--- src/rtl/inst_loader_pkg.sv ---
// Shared definitions for the instruction-memory program loader: FSM state
// encoding, default memory depth, byte/word assembly constants and the
// word-index to byte-address mapping.
package inst_loader_pkg;

    typedef enum logic [2:0] {
        S_IDLE  = 3'd0,
        S_COUNT = 3'd1,
        S_DATA  = 3'd2,
        S_CHECK = 3'd3,
        S_DONE  = 3'd4
    } state_t;

    localparam int DEPTH_DEFAULT = 32;
    localparam int BYTE_W        = 8;
    localparam int WORD_W        = 32;
    localparam int WORD_IDX_W    = 5;

    // Phase value of the fourth (least significant) byte of a word.
    localparam logic [1:0] LAST_PHASE = 2'd3;

    // Word index occupies byte-address bits [6:2]; bits [1:0] stay zero.
    function automatic logic [WORD_W-1:0] word_addr(input logic [WORD_IDX_W-1:0] idx);
        return {{(WORD_W-WORD_IDX_W-2){1'b0}}, idx, 2'b00};
    endfunction

endpackage

--- src/rtl/inst_loader_pack.sv ---
// Byte-to-word packer: shifts accepted bytes in MSB first and publishes the
// completed big-endian word with a one-cycle word_valid strobe. The word
// register only changes on completion so it stays stable between strobes.
module inst_loader_pack
    import inst_loader_pkg::*;
(
    input  logic        clk,
    input  logic        rst,
    input  logic        clear,
    input  logic        byte_en,
    input  logic [7:0]  byte_in,
    output logic [31:0] word,
    output logic        word_valid,
    output logic        word_done
);

    logic [1:0]  phase;
    logic [23:0] partial;

    // Fourth byte of the current word is being accepted this cycle.
    assign word_done = byte_en && (phase == LAST_PHASE);

    // Phase counter, partial-word shifter and completed-word register.
    always_ff @(posedge clk) begin
        if (rst) begin
            phase      <= 2'd0;
            partial    <= 24'd0;
            word       <= 32'd0;
            word_valid <= 1'b0;
        end else begin
            word_valid <= word_done;
            if (clear) begin
                phase <= 2'd0;
            end else if (byte_en) begin
                phase <= phase + 2'd1;
                if (word_done) begin
                    word <= {partial, byte_in};
                end else begin
                    partial <= {partial[15:0], byte_in};
                end
            end
        end
    end

endmodule

--- src/rtl/inst_loader.sv ---
// Program loader for the single-cycle CPU's instruction RAM. Receives a
// count byte followed by big-endian instruction bytes over valid/ready,
// writes each word to the RAM, and holds the CPU while loading.
// Optional build macro: INST_LOADER_CHECKSUM_EN adds a trailing XOR
// checksum byte that must match before the load is reported done.
module inst_loader
    import inst_loader_pkg::*;
#(
    parameter int DEPTH         = DEPTH_DEFAULT,
    parameter bit HOLD_AT_RESET = 1'b1
) (
    input  logic        clk,
    input  logic        rst,
    input  logic        start,
    input  logic [7:0]  in_data,
    input  logic        in_valid,
    output logic        in_ready,
    output logic        mem_we,
    output logic [31:0] mem_addr,
    output logic [31:0] mem_wdata,
    output logic        cpu_hold,
    output logic        done,
    output logic        err,
    output logic [5:0]  words_loaded
);

    state_t      state, next_state;
    logic        accept;
    logic        start_go;
    logic        count_bad;
    logic        all_words;
    logic        word_done;
    logic [5:0]  target;

`ifdef INST_LOADER_CHECKSUM_EN
    logic [7:0]  csum;
    logic        csum_ok;
    assign csum_ok = (in_data == csum);
`endif

    assign accept    = in_valid && in_ready;
    assign start_go  = start && (state == S_IDLE);
    assign count_bad = {1'b0, in_data} > 9'(DEPTH);
    // All requested words have been accepted; input closes from here on.
    assign all_words = (words_loaded == target);

    inst_loader_pack u_pack (
        .clk        (clk),
        .rst        (rst),
        .clear      (start_go),
        .byte_en    (accept && (state == S_DATA)),
        .byte_in    (in_data),
        .word       (mem_wdata),
        .word_valid (mem_we),
        .word_done  (word_done)
    );

    // State register.
    always_ff @(posedge clk) begin
        if (rst) state <= S_IDLE;
        else     state <= next_state;
    end

    // Next-state logic; the session leaves DATA once the last word's write
    // strobe is on the bus so done trails the final write by one cycle.
    always_comb begin
        next_state = state;
        case (state)
            S_IDLE:  if (start) next_state = S_COUNT;
            S_COUNT: if (accept) next_state = count_bad ? S_IDLE : S_DATA;
`ifdef INST_LOADER_CHECKSUM_EN
            S_DATA:  if (mem_we && all_words) next_state = S_CHECK;
            S_CHECK: if (accept) next_state = csum_ok ? S_DONE : S_IDLE;
`else
            S_DATA:  if (mem_we && all_words) next_state = S_DONE;
            S_CHECK: next_state = S_IDLE;
`endif
            S_DONE:  next_state = S_IDLE;
            default: next_state = S_IDLE;
        endcase
    end

    // Handshake and completion outputs decoded from the state.
    always_comb begin
        in_ready = 1'b0;
        done     = 1'b0;
        case (state)
            S_COUNT: in_ready = 1'b1;
            S_DATA:  in_ready = !all_words;
`ifdef INST_LOADER_CHECKSUM_EN
            S_CHECK: in_ready = 1'b1;
`endif
            S_DONE:  done = 1'b1;
            default: ;
        endcase
    end

    // Session bookkeeping: word count, write address, error flag, CPU hold.
    always_ff @(posedge clk) begin
        if (rst) begin
            target       <= 6'd0;
            words_loaded <= 6'd0;
            mem_addr     <= 32'd0;
            err          <= 1'b0;
            cpu_hold     <= HOLD_AT_RESET;
`ifdef INST_LOADER_CHECKSUM_EN
            csum         <= 8'd0;
`endif
        end else begin
            if (start_go) begin
                words_loaded <= 6'd0;
                err          <= 1'b0;
                cpu_hold     <= 1'b1;
`ifdef INST_LOADER_CHECKSUM_EN
                csum         <= 8'd0;
`endif
            end
            if (accept && (state == S_COUNT)) begin
                if (count_bad) err <= 1'b1;
                else           target <= (in_data == 8'd0) ? 6'(DEPTH) : in_data[5:0];
            end
            if (word_done) begin
                mem_addr     <= word_addr(words_loaded[WORD_IDX_W-1:0]);
                words_loaded <= words_loaded + 6'd1;
            end
`ifdef INST_LOADER_CHECKSUM_EN
            if (accept && ((state == S_COUNT) || (state == S_DATA))) begin
                csum <= csum ^ in_data;
            end
            if (accept && (state == S_CHECK) && !csum_ok) begin
                err <= 1'b1;
            end
`endif
            if (next_state == S_DONE) begin
                cpu_hold <= 1'b0;
            end
        end
    end

endmodule

--- config.mk ---
export PLATFORM = sky130hd
export DESIGN_NAME = inst_loader
export DESIGN_NICKNAME = d
export VERILOG_FILES = /design/src/rtl/inst_loader_pkg.sv /design/src/rtl/inst_loader_pack.sv /design/src/rtl/inst_loader.sv
export SDC_FILE = /design/constraint.sdc
export NUM_CORES = 1
export LEC_CHECK = 0
export BUFFER_PORTS_ARGS = -buffer_cell sky130_fd_sc_hd__buf_2
export CAP_MARGIN = 20
export CORE_UTILIZATION = 36
export DETAILED_ROUTE_END_ITERATION = 7
export PLACE_DENSITY = 0.59
export SLEW_MARGIN = 20
export SYNTH_ARGS = -nofsm -noshare
export SYNTH_HDL_FRONTEND = slang
export SYNTH_HIERARCHICAL = 1
export SYNTH_SLANG_ARGS = --single-unit
--- constraint.sdc ---
create_clock -name clk -period 2.7 [get_ports clk]
set_input_delay 0.405 -clock clk [delete_from_list [all_inputs] [get_ports clk]]
set_output_delay 0.405 -clock clk [all_outputs]
set_load 0.02 [all_outputs]
After elaboration in Yosys (flattened, before gate mapping)
Index checks and enable logic that the tools add are counted.
- register bits: 81
- input bits: 12
- logic and storage cells: 52
- add/subtract/negate cells: 2
- order comparisons: 1
- equality and inequality tests: 6
- muxes and demuxes: 15
- bitwise operators: 3
- reduce and logical (&&, ||, !) cells: 15
- operators by type and width (cell ; number):
    $mux 6 ; 3
    $mux 3 ; 3
    $pmux 3 s3 ; 1
    $gt 8x6->1 const B ; 1
    $logic_not 8->1 ; 1
    $add 6x1->6 const B ; 1
    $eq 3x3->1 const B ; 2
    $eq 6x6->1 ; 1
    $logic_and 1x1->1 ; 6
    $mux 1 ; 6
    $reduce_and 3->1 ; 2
    $reduce_bool 2->1 ; 2
    $eq 3x1->1 const B ; 1
    $eq 3x2->1 const B ; 1
    $logic_not 3->1 ; 1
    $not 1->1 ; 3
    $add 2x1->2 const B ; 1
    $eq 2x2->1 const B ; 1
    $mux 2 ; 1
    $pmux 1 s2 ; 1
    $reduce_and 2->1 ; 1
    $reduce_or 2->1 ; 1
    $logic_not 1->1 ; 1

Logic depth before layout (Yosys ltp)
Gate-level depths: netlist of run 1.
- depth in word-level cells: 8
- gate-level depth with buffers: 10
- mapped depth without buffers: 8

Modules after synthesis
The synthesis of run 1 kept the hierarchy.
- modules (own cells, without submodules) (module ; times used ; cells an instance ; area each (µm²)):
    inst_loader_pack ; 1 ; 204 ; 2322.2
    inst_loader ; 1 ; 143 ; 1273.7

Worst setup path after synthesis of run 1
No wires, ideal clock.
- path kind: flip-flop to flip-flop
- start point: reg words_loaded[3]
- end point: reg words_loaded[4]
- arrival time: 2.561 ns
- path slack: 0.054 ns
- stages on the path, launching flop included: 11
- buffers on the path: 3
- path through: dfxtp_1 -> clkbuf_1 -> xnor2_1 -> nand4_1 -> nor3_1 -> nor3_1 -> and2_2 -> clkbuf_1 -> buf_1 -> a21oi_1 -> a211oi_1
- longest elaborated chain between the ends: 7
- elaborated cells on any way between the ends: 9
- ends and longest elaborated chain (what ; RTL line ; RTL):
    from (decl) ; inst_loader.sv:24 ; output logic [5:0] words_loaded
    from (signal assigned) ; inst_loader.sv:124 ; words_loaded <= words_loaded + 6'd1;
    $eq 6x6->1 * ; inst_loader.sv:45 ; assign all_words = (words_loaded == target);
    $logic_not 1->1 * ; inst_loader.sv:89 ; S_DATA: in_ready = !all_words;
    $pmux 1 s2 * ; inst_loader.sv:87 ; case (state)
    $logic_and 1x1->1 * ; inst_loader.sv:41 ; assign accept = in_valid && in_ready;
    $logic_and 1x1->1 * ; inst_loader.sv:51 ; .byte_en (accept && (state == S_DATA)),
    $logic_and 1x1->1 * ; inst_loader_pack.sv:21 ; assign word_done = byte_en && (phase == LAST_PHASE);
    named net word_done ; inst_loader.sv:32 ; logic word_done;
    $mux 6 or $reduce_bool 2->1 (tied branches) ; -- ;
The timed path passes the listed nets; every way through them passes the cells marked *.
A chain may end at the register's enable or synchronous reset.

Worst setup path after layout of run 1
- start point: reg words_loaded[3]
- end point: reg u_pack.partial[23]
- longest elaborated chain between the ends: 8
- ends and longest elaborated chain (what ; RTL line ; RTL):
    $eq 6x6->1 * ; inst_loader.sv:45 ;
    $logic_not 1->1 * ; inst_loader.sv:89 ;
    $pmux 1 s2 * ; inst_loader.sv:87 ;
    $logic_and 1x1->1 * ; inst_loader.sv:41 ;
    $logic_and 1x1->1 * ; inst_loader.sv:51 ;
    $logic_and 1x1->1 ; inst_loader_pack.sv:21 ;
    $not 1->1 (no source line) ; -- ;
    $reduce_and 3->1 (no source line) * ; -- ;
    to (signal assigned) ; inst_loader_pack.sv:39 ; partial <= {partial[15:0], byte_in};
    to (decl) ; inst_loader_pack.sv:18 ; logic [23:0] partial;
Mark *: on every way between the ends. The rest lies on a longest branch, timed or not.

==> results.toml, run 1 <==
[clocking]
hold_buffers = 0
clkSlewWorstSetupHoldPaths_ns = 0.08
cts-resized-gates = 0
cts.sinks = 81
clockBufferDepth = 2
cts_tree = "yes"
cts_made_buffers = 9
postCtsSetupRepairBufs = 0
clk_latency_ns = 0.36
cts_root_buf = "clkbuf_8"
htreeDepth = 3

[worst_setup_path]
worst-r2r-cell-count = 6
critPathKind = "reg -> reg"
worstPathRequired_ns = 2.93
crit_arrival_ns = 2.59
worstSetupStartpointType = "flip-flop"
reg2reg_from = "words_loaded[3]"
crit_fanout = 9
ff2ff_setup_slack_ns = 0.34
r2r-end = "u_pack/partial[23]"
worstSetupEndpointType = "flip-flop"

[cells_and_area]
area_delta_synth_final_pct = 14.3
final_area_mm2 = 0.00411
nNetsFinal = 418
antennaDiodeCount = 0
drive_gt1_share_pct = 21.8
fillCellCount = 979

[worst_hold_path]
worstHoldPathType = "in -> reg"
hold_end = "target[3]"
hold_start = "in_data[3]"
min_path_cells = 3

[floorplanning]
ios = 87
dieArea_mm2 = 0.0104
start_util_pct = 37.0
rows = 36
dieWidth_um = 102
die_h_um = 102
coreArea_mm2 = 0.00973

[routing]
dr.pass1.iters = 4
vias_per_cell = 4.42
ant_nets = 0
num_vias = 2396
drc = 0
wirelength_um = 6740
wl_per_cell_um = 12.4
dr.first_iter.drc_count = 77

[logic_synthesis]
yosys_warnings = 6
postSynthAreaPerCell_um2 = 10.4
synth_seq_area_share_pct = 45.1
syn_area_mm2 = 0.00360
synth_seq_cells = 81
yosysUniqueCellTypes = 45
synth_flop_cell = "dfxtp_1"
synth_edf_count = 0
synthArstFlopShare_pct = 0
syn_inst = 347

[timing]
rsz0062_at_grt = "false"
period_share_pct = 87.2
maxSlewViolCount = 0
post-route-min-period_ns = 2.36
setup-violations-final = 0
slew_headroom_pct = 50.5
hold_violations = 0
clock_skew_ns = 0.00839
tightest_slew_ns = 0.736
max_freq_ghz = 0.425
tns_ns = 0

[grt]
grt_pass1_wl_um = 10800
grt_overflow = 0
antenna_found_initial = 0
grt_pass1_vias = 2114
grt_start_max_net_pins = 43
grtUsageTotal_pct = 13.7

[power_and_ir_drop]
powerDensity_mw_per_mm2 = 544
vdd_drop_max_uv = 235
p_leak_uw = 0.00178

[place]
place_congestion = 0.747
io_buffers = 59
dp_hpwl_um = 4770
placed_area_mm2 = 0.00391

[run]
drv_cap = 0

[outcome]
run_status = "finished clean"
[registers in the layout (all words and copies together), names as in the netlist]
register	cells
cpu_hold	1
u_pack/word_valid	1
state	3
u_pack/partial	24
u_pack/phase	2
target	6
err	1
u_pack/word	32
words_loaded	6
mem_addr	5
[critical path, cell delays in order, from the launching register on]
cell and delay [ns]:
dfxtp_1 0.49, xnor2_1 0.11, nand4_1 0.09, nor3_1 0.07
nor3_1 0.61, or3b_1 0.65, mux2i_1 0.20
[cells by family (layout without fill, tap and decap cells)]
kind of cell / Yosys count / in the layout / share of synthesized area [%]
multiplexers: 69 / 69 / 19.2
XOR/XNOR: 9 / 9 / 2.19
flip-flops: 81 / 81 / 45.1
other: 1 / 27 / 0.104
AO/OA/AOI/OAI: 16 / 16 / 2.92
buffers and inverters: 49 / 85 / 8.91
adder cells (fa/ha/maj): 2 / 2 / 0.696
AND/OR/NAND/NOR: 120 / 120 / 20.9
[layout by cell type, fill, tap and decap left out, types with 3 or more instances in the layout]
cell type,Yosys,routed
dfxtp_1,81,81
nand2b_1,77,77
mux2i_1,69,69
buf_2,1,59
conb_1,1,27
nor2_1,12,12
clkbuf_8,0,9
buf_4,30,9
xnor2_1,6,6
nor3_1,6,6
a21oi_1,6,6
nor3b_1,4,4
xor2_1,3,3
nand3_1,3,3
[where the power goes]
part	internal, uW	switching, uW	leakage (uW)	total [uW]
Sequential	1200	3.22	0.000652	1200
Clock	442	473	0.0000994	915
Combinational	39.6	80.4	0.00103	120
Total	1680	557	0.00178	2230
[worst max path at each step]
stage	start	to	slack, ns	depth (start not counted)
detailed placement	words_loaded[3]	u_pack/partial[23]	0.39	6
floorplan	words_loaded[3]	words_loaded[4]	0.05	10
global placement	words_loaded[2]	u_pack/partial[13]	0.45	5
global route	words_loaded[3]	words_loaded[4]	0.11	9
CTS	words_loaded[3]	u_pack/partial[23]	0.36	6
finish	words_loaded[3]	u_pack/partial[23]	0.34	6
[cell type report]
class                      count  area (um^2)  area share (%)
clock buffer                  10          128            3.11
tap                          133          166            4.05
sequential                    81         1620            39.5
multi-input combinational    243         1750            42.6
timing repair buffer          68          363            8.83
inverter                       1         3.75          0.0914
clock inverter                 6         75.1            1.83
[routing by layer]
metal	up-vias	part of all wire, %	track usage, %
met3	12	4.0	3.97
met5	-	0	0
met2	52	43	20.1
met4	0	2.0	6.92
met1	1102	51	18.4
li1	1230	-	-
[through the flow]
| step | setup WS (ns) | hold WS, ns | std cells | power, uW | util, % |
|---|---|---|---|---|---|
| 2_1_floorplan | 0.0538 | 0.458 | 373 | 1340 | - |
| 3_3_place_gp | 0.452 | 0.458 | 526 | 1350 | 40.1 |
| 3_5_place_dp | 0.385 | 0.462 | 526 | 1350 | 40.1 |
| 4_1_cts | 0.362 | 0.308 | 542 | 2260 | 42.2 |
| 5_1_grt | 0.112 | 0.329 | 542 | 2340 | 42.2 |
| 6_report | 0.345 | 0.324 | 542 | 2230 | 42.2 |
[cells in the mapped netlist (2+ instances only)]
cell type | instances | area (um^2)
xnor2_1 | 6 | 52.6
nand2b_1 | 77 | 482
ha_1 | 2 | 25.0
buf_6 | 3 | 33.8
buf_4 | 30 | 225
clkbuf_1 | 12 | 45.0
buf_1 | 2 | 7.51
mux2i_1 | 69 | 691
nor3_1 | 6 | 30.0
dfxtp_1 | 81 | 1620
nor3b_1 | 4 | 30.0
or3_1 | 2 | 12.5
nor2_1 | 12 | 45.0
xor2_1 | 3 | 26.3
a21oi_1 | 6 | 30.0
nand3_1 | 3 | 15.0
(Power assumes the default switching activity.)
==> run 2, diff against run 1 <==
==> constraint.sdc (replaced) <==
create_clock -name clk -period 2.7 [get_ports clk]
set_input_delay 0.135 -clock clk [delete_from_list [all_inputs] [get_ports clk]]
set_output_delay 0.135 -clock clk [all_outputs]
set_load 0.02 [all_outputs]
==> run 2 against run 1 <==
  * Via count fell by 1.5%
  * Critical path depth rose by 3
  * Setup slack got worse by 0.051 ns
  * Sequential power barely moved
  * Fmax fell by 2.1%
  * Combinational power barely moved
  * First-iteration DRC count rose by 38%
  * Global-route usage fell by 0.41 points
  * Wire length fell by 0.18%
  * Clock power rose by 1%
  * Largest cell class unchanged
==> results.toml, run 2 (synthesis results as in run 1) <==
[cells_and_area]
reg.largest.list = "u_pack/word x32, u_pack/partial x24"
final_cells = 539
largest_register_ffs = 32
fillCellCount = 979
regMostFlops = "u_pack/word"
drive_gt1_share_pct = 21.4
final_cell_mix = "dfxtp_1 (81), nand2b_1 (77), mux2i_1 (69)"
area_delta_synth_final_pct = 14.1
layout_commonest_cell = "dfxtp_1"
antennaDiodeCount = 0
nNetsFinal = 415

[worst_setup_path]
worstSetupStartpointType = "flip-flop"
reg2reg_from = "words_loaded[3]"
worstPathRequired_ns = 2.97
crit_fanout = 17
critPathKind = "reg -> reg"
crit_start = "words_loaded[3]"
worstSetupEndpointType = "flip-flop"
crit_arrival_ns = 2.68

[grt]
grt_pass1_wl_um = 10500
grtUsageTotal_pct = 13.3
grt_overflow = 0
grt_start_max_net_pins = 98
grt_pass1_vias = 2150
antenna_found_initial = 0

[timing]
clock_skew_ns = 0.0139
tns_ns = 0
hold_violations = 0
setup-violations-final = 0
rsz0062_at_grt = "false"
post-route-min-period_ns = 2.41
setup_ws_ns = 0.293
max_freq_ghz = 0.415
hold_slack_ns = 0.0680
maxSlewViolCount = 0
period_share_pct = 89.1
tightest_slew_ns = 0.689
slew_headroom_pct = 53.7

[place]
place_ws_ns = 0.342
dp_hpwl_um = 4670
place_congestion = 0.733
io_buffers = 59
place_inst = 523

[clocking]
cts_tree = "yes"
cts.sinks = 81
hold_buffers = 0
htreeDepth = 3
clk_latency_ns = 0.36
cts_root_buf = "clkbuf_8"
clkSlewWorstSetupHoldPaths_ns = 0.09
cts_made_buffers = 9
postCtsSetupRepairBufs = 0
clockBufferDepth = 2
cts-resized-gates = 0

[routing]
drc = 0
dr.first_iter.drc_count = 106
wirelength_um = 6730
dr.pass1.iters = 4
vias_per_cell = 4.38
wl_per_cell_um = 12.5
ant_nets = 0
num_vias = 2360

[power_and_ir_drop]
p_comb_share_pct = 5.3
vdd_drop_max_uv = 209
clkPwrFrac_pct = 41.3
swShare_pct = 24.3
powerDensity_mw_per_mm2 = 547
p_sw_uw = 546
p_leak_uw = 0.00178
seqPwrFrac_pct = 53.4
internal_power_uw = 1700

[floorplanning]
start_util_pct = 37.0
rows = 36
die_h_um = 102
dieArea_mm2 = 0.0104
coreArea_mm2 = 0.00973
dieWidth_um = 102
ios = 87

[worst_hold_path]
hold_start = "in_data[1]"
worstHoldPathType = "in -> reg"

[outcome]
run_status = "finished clean"

[run]
drv_cap = 0
==> run 2: metal layers <==
| metal | vias to the layer above | share of wire (%) | GRT usage [%] |
|---|---|---|---|
| li1 | 1229 | - | - |
| met1 | 1071 | 51 | 18.4 |
| met2 | 54 | 44 | 19.3 |
| met3 | 6 | 3.8 | 3.76 |
| met4 | 0 | 1.0 | 5.60 |
| met5 | - | 0 | 0 |
==> run 2: critical path: stages (launching register included) <==
cell	delay (ns)
dfxtp_1	0.50
xnor2_1	0.16
nand4_1	0.10
nor3_1	0.44
nor3_1	0.25
and2_2	0.25
buf_4	0.20
nor2_1	0.15
a21oi_1	0.06
a211oi_1	0.22
==> run 2: path summary, 6_finish.rpt <==
| path | endpoint | slack, ns | depth (start not counted) |
|---|---|---|---|
| max | words_loaded[4] | 0.29 | 9 |
| min | target[1] | 0.07 | 3 |
| max reg2reg | words_loaded[4] | 0.29 | 9 |
| min reg2reg | u_pack/word[26] | 0.47 | 2 |
==> run 2: layout make-up <==
type	count	area (um^2)	area share, %
multi-input cells	243	1750	42.7
flip-flops and latches	81	1620	39.5
repair buffers	65	353	8.60
well taps	133	166	4.05
clock buffers	10	138	3.35
clock inverters	6	70.1	1.71
inverters	1	3.75	0.0915
==> run 2: power by group through the flow <==
stage	clock, uW	sequential [uW]	combinational (uW)
finish	928	1200	119
global route	1010	1200	130
CTS	959	1200	119
detailed placement	0	1230	119
global placement	0	1230	119
floorplan	0	1230	117
==> run 2: metrics by stage <==
step                      utilization, %  instance area, um^2  total power, uW
after floorplan                        -                 3690             1340
after global placement              40.0                 3900             1350
after detailed placement            40.0                 3900             1350
after CTS                           42.2                 4100             2280
after global routing                42.2                 4100             2340
final                               42.2                 4100             2250
